## src/rtl/seq_detector_param.sv

```systemverilog
// Runtime-programmable serial pattern detector with overlapping/non-overlapping modes.
// Optional saturating match counter enabled by defining SEQ_DET_CNT_EN.
module seq_detector_param #(
    parameter int MAX_LEN = 8,
    parameter int LEN_W   = 4,
    parameter int CNT_W   = 8
) (
    input  logic               clk,
    input  logic               rst,
    input  logic               en,
    input  logic               w,
    input  logic               load,
    input  logic [MAX_LEN-1:0] pattern,
    input  logic [LEN_W-1:0]   len,
    input  logic               overlap,
    input  logic               cnt_clr,
    output logic               z,
    output logic               busy,
    output logic [CNT_W-1:0]   match_cnt
);

    typedef enum logic [1:0] {S_IDLE, S_FILL, S_HUNT} state_t;

    state_t             state_q, state_d;
    logic [MAX_LEN-1:0] pat_q, pat_d;
    logic [MAX_LEN-1:0] hist_q, hist_d;
    logic [LEN_W-1:0]   len_q, len_d;
    logic [LEN_W-1:0]   fill_q, fill_d;
    logic               ovl_q, ovl_d;
    logic               z_q, z_d;
    logic               busy_q, busy_d;

    logic [MAX_LEN-1:0] hist_nxt;
    logic [MAX_LEN-1:0] mask;
    logic [LEN_W:0]     fill_inc;
    logic               sample;
    logic               cfg_ok;
    logic               match;

    always_comb begin
        cfg_ok   = (len >= LEN_W'(2)) && (len <= LEN_W'(MAX_LEN));
        sample   = en && !load;
        hist_nxt = {hist_q[MAX_LEN-2:0], w};
        fill_inc = {1'b0, fill_q} + {{LEN_W{1'b0}}, 1'b1};
        for (int i = 0; i < MAX_LEN; i++) begin
            mask[i] = (LEN_W'(i) < len_q);
        end
        // Only evaluated once at least len_r bits (including this one) have been seen.
        match = sample && (state_q != S_IDLE) && (fill_inc >= {1'b0, len_q})
                && ((hist_nxt & mask) == (pat_q & mask));

        state_d = state_q;
        pat_d   = pat_q;
        len_d   = len_q;
        ovl_d   = ovl_q;
        hist_d  = hist_q;
        fill_d  = fill_q;
        z_d     = 1'b0;

        if (load) begin
            pat_d   = pattern;
            len_d   = len;
            ovl_d   = overlap;
            hist_d  = '0;
            fill_d  = '0;
            state_d = cfg_ok ? S_FILL : S_IDLE;
        end else if (sample) begin
            hist_d = hist_nxt;
            fill_d = (fill_q == len_q) ? fill_q : fill_q + LEN_W'(1);
            z_d    = match;
            if (state_q == S_FILL && fill_inc == {1'b0, len_q}) begin
                state_d = S_HUNT;
            end
            // Non-overlapping mode demands a full fresh pattern after each hit.
            if (match && !ovl_q) begin
                fill_d  = '0;
                state_d = S_FILL;
            end
        end
        busy_d = (state_d != S_IDLE);
    end

    always_ff @(posedge clk or negedge rst) begin
        if (!rst) begin
            state_q <= S_IDLE;
            pat_q   <= '0;
            len_q   <= '0;
            ovl_q   <= 1'b0;
            hist_q  <= '0;
            fill_q  <= '0;
            z_q     <= 1'b0;
            busy_q  <= 1'b0;
        end else begin
            state_q <= state_d;
            pat_q   <= pat_d;
            len_q   <= len_d;
            ovl_q   <= ovl_d;
            hist_q  <= hist_d;
            fill_q  <= fill_d;
            z_q     <= z_d;
            busy_q  <= busy_d;
        end
    end

    assign z    = z_q;
    assign busy = busy_q;

`ifdef SEQ_DET_CNT_EN
    logic [CNT_W-1:0] cnt_q, cnt_d;

    always_comb begin
        cnt_d = cnt_q;
        if (cnt_clr) begin
            cnt_d = '0;
        end else if (z_d && !(&cnt_q)) begin
            cnt_d = cnt_q + CNT_W'(1);
        end
    end

    always_ff @(posedge clk or negedge rst) begin
        if (!rst) begin
            cnt_q <= '0;
        end else begin
            cnt_q <= cnt_d;
        end
    end

    assign match_cnt = cnt_q;
`else
    logic unused_cnt_clr;
    assign unused_cnt_clr = cnt_clr;
    assign match_cnt      = '0;
`endif

endmodule

```

## config.mk

```make
export PLATFORM = sky130hd
export DESIGN_NAME = seq_detector_param
export DESIGN_NICKNAME = d
export VERILOG_FILES = /design/src/rtl/seq_detector_param.sv
export SDC_FILE = /design/constraint.sdc
export NUM_CORES = 1
export LEC_CHECK = 0
export CAP_MARGIN = 20
export CORE_UTILIZATION = 41
export CTS_CLUSTER_DIAMETER = 40
export CTS_CLUSTER_SIZE = 28
export DETAILED_ROUTE_END_ITERATION = 10
export HOLD_SLACK_MARGIN = 0.15
export PLACE_DENSITY = 0.66
export SLEW_MARGIN = 10
export SYNTH_ARGS = -nofsm -noshare
export SYNTH_HDL_FRONTEND = slang
export SYNTH_SLANG_ARGS = --single-unit
export TNS_END_PERCENT = 1
```

## constraint.sdc

```tcl
create_clock -name clk -period 2 [get_ports clk]
set_clock_uncertainty 0.2 [all_clocks]
set_input_delay 0.4 -clock clk [delete_from_list [all_inputs] [get_ports clk]]
set_output_delay 0.4 -clock clk [all_outputs]
set_load 0.05 [all_outputs]
```

Word level (Yosys, flattened, before mapping)
Index checks and enable logic that the tools add are counted.
{"block": "op_classes", "n_addsub": 2, "multipliers": 0, "div_mod_pow": 0, "order_cmp": 11, "n_eq_ne": 5, "shift": 0, "muxes": 13, "bitwise_logic": 2, "n_reduce_logical": 13}
{"cell": "8-bit bitwise AND", "count": 2}
{"cell": "3-bit by 4-bit < comparator with 1-bit output, first input constant", "count": 4}
{"cell": "4-bit 2-to-1 mux", "count": 4}
{"cell": "7-bit 2-to-1 mux", "count": 2}
{"cell": "8-bit equality test", "count": 1}
{"cell": "1-bit by 4-bit < comparator with 1-bit output, first input constant", "count": 2}
{"cell": "2-bit by 4-bit < comparator with 1-bit output, first input constant", "count": 2}
{"cell": "2-bit 2-to-1 mux", "count": 4}
{"cell": "1-bit logical AND", "count": 7}
{"cell": "2-bit nonzero test", "count": 3}
{"cell": "4-bit by 1-bit adder with 5-bit output, second input constant", "count": 1}
{"cell": "5-bit by 4-bit equality test with 1-bit output", "count": 1}
{"cell": "5-bit by 4-bit >= comparator with 1-bit output", "count": 1}
{"cell": "4-bit by 1-bit adder with 4-bit output, second input constant", "count": 1}
{"cell": "4-bit equality test", "count": 1}
{"cell": "4-bit by 2-bit >= comparator with 1-bit output, second input constant", "count": 1}
{"cell": "4-bit less-or-equal comparator, second input constant", "count": 1}
{"cell": "1-bit 2-to-1 mux", "count": 3}
{"cell": "3-bit by 2-bit inequality test with 1-bit output, second input constant", "count": 1}
{"cell": "2-bit by 1-bit equality test with 1-bit output, second input constant", "count": 1}
{"cell": "1-bit logical NOT", "count": 2}
{"cell": "2-bit AND reduction", "count": 1}
{"block": "totals", "register_bits": 28, "latch_bits": 0, "mem_bits_rw": 0, "romBits": 0, "input_bits": 19, "out_inout_bits": 10, "wordCells": 54, "memories": 0}

Logic depth before layout (Yosys ltp)
Gate-level depths: netlist (run 1).
{"block": "depth", "ltp_word": 10, "mapped_depth": 10, "depth_no_buf": 9}

Least setup slack after synthesis (run 1)
OpenSTA, ideal clock, no wires.
{"block": "synth_path", "kind": "reg2reg", "from": "reg fill_q[0]", "to": "reg fill_q[2]", "setup_ps": 130, "t_arrival_ps": 1790, "required_ps": 1670, "setup_slack_ps": -120, "stages_incl_launch_ff": 9, "path_buffers": 0, "period_less_slack_ps": 2120, "path_cell_list": "dfrtp_1 -> ha_1 -> xor2_1 -> ha_1 -> o21ai_0 -> o21ai_0 -> nand4_2 -> o221ai_2 -> nand3_1"}
{"block": "synth_between", "elab_chain_cells": 8, "elab_cells_between_ends": 13, "cone_classes": "2 x add/sub; 1 x order compare; 2 x eq/ne; 4 x mux; 4 x reduce/logical"}
{"element": "start, declared", "line": "28", "source": "logic [LEN_W-1:0] fill_q, fill_d;"}
{"element": "start signal, assigned", "line": "99", "source": "fill_q <= fill_d;"}
{"element": "4-bit by 1-bit adder with 5-bit output", "line": "44", "source": "fill_inc = {1'b0, fill_q} + {{LEN_W{1'b0}}, 1'b1};"}
{"element": "5-bit by 4-bit >= comparator with 1-bit output", "line": "49", "source": "match = sample && (state_q != S_IDLE) && (fill_inc >= {1'b0, len_q})"}
{"element": "1-bit logical AND", "line": "49"}
{"element": "1-bit logical AND", "line": "50", "source": "&& ((hist_nxt & mask) == (pat_q & mask));"}
{"element": "1-bit logical AND", "line": "75", "source": "if (match && !ovl_q) begin"}
{"element": "4-bit 2-to-1 mux", "line": "75"}
{"element": "4-bit 2-to-1 mux", "line": "67", "source": "end else if (sample) begin"}
{"element": "4-bit 2-to-1 mux", "line": "60", "source": "if (load) begin"}
Several ways; a longest one is shown, not always the timed one. The select of a mux whose other input is x is not followed.
A chain may end at the register's enable or synchronous reset.

Worst setup path after layout (run 1)
{"block": "layout_path", "from": "reg fill_q[1]", "to": "reg fill_q[2]"}
Same word-level chain as after synthesis.

==> impl_summary.md, run 1 <==
Cells and area
At the end of the flow, the number of nets in the layout was between 200 and 250. The post-route netlist has 27.45% of its cells at a drive strength greater than 1. The synthesis-to-finish area growth is 31.51%. The final antenna diode count is 0. Measured on the finished design, the core utilization comes to a little under three fifths. Once layout is done, the placed cells without fillers occupy between 2000 and 2500 sq um.

Once layout is complete, the cells apart from fillers number approximately 250.

Global route
The via count of the first global-routing pass is 1417. The number of antenna violations at the first check in global routing is 0. In the global route stage, overall resource usage came out at between 15 and 20%.

For this run the aggregate overflow at the end of global routing stands at 0. The first global-routing pass estimated about 6400 um of wire. Entering global routing, the biggest net connects 29 pins.

STA
The final period demand of the worst path is ~2200 ps. Setup repair after global routing could not meet its margin everywhere. Once routing completed, OpenROAD measured the worst setup slack at -167.4 ps. The number of max-slew violations in the final report is 0.

Setup violations remaining at the end of the flow were counted as 7. Static timing analysis puts the maximum clock frequency at approximately 0.46 GHz. The worst path uses 108.4% of the clock period. The final-report hold violation count is 0. Summed over all failing endpoints, the final setup total negative slack is -974.2 ps.

Worst setup path
The critical path arrival is about 2100 ps. In this run the worst setup path begins at fill_q[1]. The kind of start point of the critical path is a flip-flop. The slowest library cell on the worst path is dfrtp_1.

For this run, the slowest stage of the critical path takes between 400 and 500 ps. The biggest fanout along the worst timing path is 8. The setup check on the worst reg-to-reg path leaves a slack of -170 ps.

The number of cells on the worst reg-to-reg path is 7. The endpoint of the lowest-slack register-to-register path is fill_q[2]. The class of the most critical setup path is flip-flop to flip-flop. STA classifies the critical path endpoint as a flip-flop. The endpoint required time on the critical path is 1970 ps.

The kind of cell with the highest combined delay along the critical path is adder cells. The critical path contains buffers and inverters numbering 0 combined. The reg-to-reg startpoint is fill_q[1]. Walking the worst path, the cells encountered are ha_2 > ha_1 > a211oi_2 > o21ai_2 > nand4_4 > o221ai_2 > nand3_1.

Clocking
The hold buffer count at CTS is 0. The clock latency reported for the late side of the worst-skew pair is around 280 ps. The CTS buffer count is 3. TritonCTS built the clock tree. The clock-pin slew on the worst setup and hold paths is approximately 100 ps.

The cell sitting at the root of the clock tree is a clkbuf_8. The longest clock path from root to sink contains 2 buffers. The tree built by TritonCTS fans out to 28 sinks. CTS built an H-tree with a depth of 1.

Route
Across all layers, the routed design uses 1286 vias. Dividing the detail-routed wire length by the instance count gives around 14 um. The count of TritonRoute iterations in the first routing pass is 4.

The total DRC errors in the routed layout is 0. The count of nets left with antenna violations once routing finished came out at 0. For this block, the routed nets add up to roughly 3600 um of wire. The vias per cell is 5.103.

The number of design-rule violations left by the first detailed-router iteration is slightly above 70.

Outcome
The run finished, with violations left. The final reports fail on setup timing.

Logic synthesis
The synthesized design contains 28 register bits. The Yosys warning count is 0. The synthesized instance count is ~160. The number of different library cells in the post-synthesis netlist is 35.

The average cell area after synthesis is 10.09 sq um. Summing every instance area after synthesis gives about 1600 sq um. Summing the sequential cell areas from Yosys gives a little over two fifths of the chip area.

Power
The maximum vdd ir drop is 0.0003392 V. The analysis attributes to cell leakage a power of ~0.96 nW. After layout, the design draws a total of 1.497 mW. Dividing total power by cell area gives a power density of 709.6 nW/um^2.

Die
The initial cell density of the core is a little over two fifths. The die covers ~4200 sq um. The total area inside the core boundary comes to between 3000 and 4000 sq um. Row generation in the floorplan step produced 22 rows.

In this run the count of I/O pins placed on the die edge is 29. The width of the chip is 64.55 um. The vertical die dimension is roughly 65 um.

Worst hold path
The min-delay analysis places its worst path in the category input port to asynchronous set/reset pin.

Place
The post-DP HPWL is between 2000 and 3000 um. The count of buffers added on input and output ports is 19. Once placement completed, the tool counted placed cells totaling ~240. The weighted congestion reported at the end of routability-driven placement is approximately 0.9. After detailed placement, the total cell area comes to between 1500 and 2000 sq um.

Job
Max-cap violations in this run came to 0.
## stage by stage
step	setup slack [ps]	hold slack, ps
6_report	-167.4	291.0
5_1_grt	-278.0	324.3
4_1_cts	-163.0	307.4
3_5_place_dp	-255.1	321.1
3_3_place_gp	-208.4	315.6
2_1_floorplan	-30.81	-95.59
## area by class of cell
cell class | instances | area (sq um)
Clock buffer | 3 | 41.29
Clock inverter | 1 | 30.03
Fill cell | 336 | 1607
Inverter | 5 | 18.77
Multi-Input combinational cell | 118 | 848.3
Sequential cell | 28 | 700.7
Tap cell | 48 | 60.06
Timing Repair Buffer | 49 | 410.4
## cells by family (layout without fill, tap and decap cells)
kind of cell / count (synthesis) / in the layout / synth area share [%]
AO/OA/AOI/OAI: 26 / 26 / 10.22
XOR/XNOR: 13 / 13 / 7.098
adder cells (fa/ha/maj): 5 / 5 / 3.900
buffers and inverters: 20 / 58 / 7.176
flip-flops: 28 / 28 / 43.68
multiplexers: 16 / 16 / 10.69
other: 1 / 8 / 0.2338
AND/OR/NAND/NOR: 50 / 50 / 17.00
## placed cells by master (no fill, tap or decap), types with 2 or more instances in the layout
| cell | count |
|---|---|
| nor4_2 | 2 |
| clkbuf_8 | 3 |
| dfrtp_1 | 28 |
| clkdlybuf4s50_1 | 17 |
| nor2_1 | 13 |
| xor2_1 | 2 |
| mux2_2 | 9 |
| ha_1 | 4 |
| o21ai_2 | 3 |
| and2_1 | 3 |
| nand3_1 | 4 |
| xnor2_1 | 11 |
| o21ai_0 | 7 |
| mux2i_1 | 7 |
| nor3_1 | 4 |
| inv_1 | 5 |
| buf_4 | 32 |
| conb_1 | 8 |
| nor3b_1 | 2 |
| o22ai_1 | 4 |
| nand2b_1 | 2 |
| nand2_1 | 15 |
| a31oi_1 | 2 |
| o21ai_1 | 2 |
## synth_stat cells
cell       n  area share, %
dfrtp_1   28             44
nand2_1   15            3.5
nor2_1    13            3.0
o21ai_0   12            3.7
xnor2_1   11            6.0
mux2_2     9            6.3
buf_4      8            3.7
mux2i_1    7            4.4
ha_1       5            3.9
inv_1      5            1.2
clkbuf_1   4           0.94
nand3_1    4            1.2
nor3_1     4            1.2
o22ai_1    4            1.6
a31oi_1    3            1.2
and2_1     3            1.2
buf_2      2           0.62
nand2b_1   2           0.78
nor3b_1    2           0.94
nor4_2     2            1.6
xor2_1     2            1.1
a211oi_1   1           0.47
a21oi_1    1           0.31
a41oi_1    1           0.55
buf_6      1           0.70
conb_1     1           0.23
nand3b_1   1           0.47
nand4_1    1           0.39
nand4_2    1           0.78
nor4_4     1            1.3
nor4b_1    1           0.55
o211ai_1   1           0.47
o21a_1     1           0.47
o221ai_2   1           0.94
o31a_1     1           0.55
## flip-flops by register name, summed over array words and instances, names as in the netlist
signal and count:
len_q 4, hist_q 7, fill_q 4, busy 1, z 1, ovl_q 1, pat_q 8, state_q 2
## repair_timing
action / 4_1_cts / 5_1_grt
setup buffers: 5 / 2
gates resized for setup: 7 / 3
endpoints found under the setup margin: 7 / 7
pin swaps: 6 / 5
cloned: 0 / 0
## how the worst max path moves through the flow
stage | endpoint | cells after the start
finish | fill_q[2] | 7
global route | state_q[0] | 9
CTS | fill_q[2] | 8
detailed placement | fill_q[2] | 7
global placement | fill_q[2] | 7
floorplan | fill_q[2] | 8
## power by group
group	total (mW)	switching, mW	internal, mW
Combinational	0.397	0.204	0.193
Clock	0.453	0.185	0.268
Sequential	0.647	0.0411	0.605
## routing by layer
metal	GRT usage (%)	up-vias	wire [um]
met2	33.03	36	1804
li1	-	632	-
met1	25.90	609	1661
met5	0	-	0
met4	8.056	0	83
met3	2.113	9	97
No activity file was read; power rests on OpenSTA's default activity.
==> inputs of run 2 (changes only) <==
--- a/config.mk
+++ b/config.mk
@@ -6,12 +6,13 @@
 export NUM_CORES = 1
 export LEC_CHECK = 0
 export CAP_MARGIN = 20
-export CORE_UTILIZATION = 41
+export CORE_MARGIN = 2
+export CORE_UTILIZATION = 30
 export CTS_CLUSTER_DIAMETER = 40
 export CTS_CLUSTER_SIZE = 28
 export DETAILED_ROUTE_END_ITERATION = 10
-export HOLD_SLACK_MARGIN = 0.15
-export PLACE_DENSITY = 0.66
+export HOLD_SLACK_MARGIN = 0.03
+export PLACE_DENSITY = 0.51
 export SLEW_MARGIN = 10
 export SYNTH_ARGS = -nofsm -noshare
 export SYNTH_HDL_FRONTEND = slang
==> run 2 against run 1 <==
- the flow still finishes with violations (setup timing)
- die area grew 43%
- sequential share of layout area shrank 0.22 points
- cell area is 0.65% higher
- critical endpoint is now state_q[1]
- largest cell class unchanged
- largest power group unchanged
==> impl_summary.md, run 2 (synthesized netlist as in run 1, its figures left out) <==
Worst hold path
The kind of path behind the tightest hold check is input port to asynchronous set/reset pin.

Clocking
The number of H-tree levels was 1 (unchanged). The number of buffers between clock root and the deepest sink is 2 (unchanged). The hold buffer count at CTS is 0 (unchanged). The clock tree root driver cell is clkbuf_8. The clock latency reported for the late side of the worst-skew pair was 280 ps (about the same). The CTS buffer count is 3 (unchanged). The TritonCTS clock tree is built. The clock-pin slew on the worst setup and hold paths is 100 ps (about the same).

The sink count of the clock tree is 28 (unchanged).

Worst setup path
The origin of the worst setup path is fill_q[1]. The reg-to-reg startpoint is fill_q[1]. The biggest fanout along the worst timing path is 7 (-1). By instance count, the cell type seen most on the critical path is o21ai_2. Traced cell by cell, the critical path runs through ha_2 > xor2_2 > ha_1 > o21ai_2 > o21ai_2 > nand4_4 > buf_4 > nor2_1 > nor3_1. The critical path endpoint category is a flip-flop. The endpoint required time on the critical path was 1970 ps (about the same). For this design, the slowest cell found on the critical path is dfrtp_1.

The critical path arrival is 2140 ps (about the same). The worst setup path is launched from a flip-flop. The highest cell delay on the worst timing path is 430 ps (about the same). The critical path is of the flip-flop to flip-flop type.

Cells and area
The share of layout cells above drive strength 1 is 26.63% (-0.82 points). The final cell utilization of the core is 41.31% (-15 points). The register containing the most flip-flops in the final layout is pat_q. The number of flip-flops in the largest register is 8 (unchanged). The final non-filler cell area is 2123 sq um (+0.65%).

The number of standard cells in the final layout excluding fillers came to 269 (+6.7%). Leaving out fill and tap cells, the most frequent cell in the layout is dfrtp_1. The area growth from synthesis to layout is 32.37%. The library cells used most frequently in the layout, excluding fill and tap cells, are 28 x dfrtp_1, 27 x buf_4, 17 x clkdlybuf4s50_1, 15 x nand2_1, 13 x nor2_1.

The number of nets in the layout is 224 (-2.2%). In the final layout, the registers with the most flip-flops are pat_q: 8 flops, hist_q: 7 flops. The final antenna diode count is 0 (unchanged).

STA
The total negative slack for setup checks is -958.6 ps (+15.56 ps). The tightest hold margin was 288.1 ps (-2.889 ps). Setup repair after global routing could not meet its margin everywhere. The count of final setup violators came to 7 (unchanged).

The final period demand of the worst path was 2166 ps (-1.612 ps). The final-report hold violation count is 0 (unchanged). The peak clock frequency supported by timing is 0.4617 GHz (about the same). The worst setup margin is -165.8 ps (+1.612 ps).

The ratio of final minimum period to clock period is 108.3% (about the same). The number of max-slew violations in the final report came to 0 (unchanged).

Power
The leakage power is 0.9347 nW (-2.7%). The power per standard cell area is 701.2 nW/um^2 (-1.2%). The maximum vdd ir drop is 0.0003147 V (-7.2%). The power after layout was 1.489 mW (-0.53%).

Die
The number of cell rows is 26 (+18%). The number of top-level pins is 29 (unchanged). The area of the die is 5947 sq um (+43%). The initial cell density of the core is 31.21% (-12 points).

The width of the chip was 77.12 um (+19%). The vertical die dimension was 77.12 um (+19%). The core box area is 5140 sq um (+38%).

Global route
The total overflow reported by the global router is 0 (unchanged). The global-route wire length before repair is 5913 um (-7.7%). The via count of the first global-routing pass came to 1308 (-7.7%).

The largest net degree at the start of global routing is 29 (unchanged). The total global routing track utilization is 12.40% (-7.3 points). The number of antenna violations at the first check in global routing is 0 (unchanged).

Route
The total DRC errors in the routed layout came to 0 (unchanged). The detailed-route via count is 1263 (-1.8%). The vias per cell came to 4.695 (-8.0%). The total detailed-routing wirelength came to 3438 um (-5.7%).

The residual antenna-violating net count after detailed routing came to 0 (unchanged). The number of design-rule violations left by the first detailed-router iteration is 45 (-38%). The count of TritonRoute iterations in the first routing pass is 4 (unchanged). The average wire per standard cell is 12.78 um (-12%).

Place
The count of input and output buffers is 19 (unchanged). The placed instance count is 261 (+8.3%). The area after detailed placement is 1967 sq um (+0.64%).

The weighted congestion reported at the end of routability-driven placement is 0.8314 (-6.3%). The post-DP HPWL came to 2512 um (+0.22%). The post-placement worst setup slack was -261.8 ps (-6.767 ps).

Outcome
The run finished, with violations left. The final reports fail on setup timing.

Job
The number of max-cap violations came to 0 (unchanged).
## run 2: changes by cell type in the layout (fill, tap and decap cells not counted)
cell,before,now
nand2b_1,2,1
o21ai_2,3,2
o21ai_0,7,8
ha_1,4,3
buf_4,32,27
xor2_2,0,1
xor2_1,2,1
ha_4,0,1
nand2b_4,0,1
## run 2: worst max-delay path, delay by kind of cell (launching register included)
| family | cells | cell delay [ps] |
|---|---|---|
| AOI/OAI and AO/OA | 2 | 240 |
| xor gates and xnor gates | 1 | 150 |
| adders and majority gates | 2 | 540 |
| buffers and inverters | 1 | 190 |
| DFF | 1 | 430 |
| and+or+nand+nor | 3 | 310 |
## run 2: final timing paths
path                            slack [ps]    endpoint  depth (start not counted)
worst max register to register        -170  state_q[1]                          9
worst max-delay path                  -170  state_q[1]                          9
min in group clk                       340    pat_q[1]                          1
worst min register to register         340    pat_q[1]                          1
max in group asynchronous             1050    len_q[3]                          2
worst min-delay path                   290       ovl_q                          2
## run 2: per-layer routing
layer  share of wire [%]  GRT usage (%)  wire (um)  vias up
li1                    -              -          -      613
met4                 1.1          4.464         39        0
met1                  45          15.45       1547      603
met5                   0              0          0        -
met2                  49          20.96       1675       42
met3                 5.1          2.824        175        5
## run 2: repair_timing
| action | in CTS | in global routing |
|---|---|---|
| buffers inserted | 3 | 1 |
| endpoints found under the setup margin | 7 | 7 |
| pin swaps | 8 | 6 |
| gates cloned | 0 | 0 |
| gates resized for setup | 7 | 4 |
## run 2: final cells by class
cell class	instances	area, sq um
clock buffers	3	41.29
flip-flops and latches	28	700.7
well taps	70	87.58
inverters	5	18.77
fillers	526	3017
repair buffers	44	372.9
multi-input cells	118	872.1
clock inverters	1	30.03
## run 2: where the power goes
group          switching, mW  internal, mW  leakage [nW]
Combinational          0.194         0.190         0.543
Sequential            0.0447         0.605         0.356
Clock                  0.186         0.268        0.0357
Total                  0.425          1.06         0.935
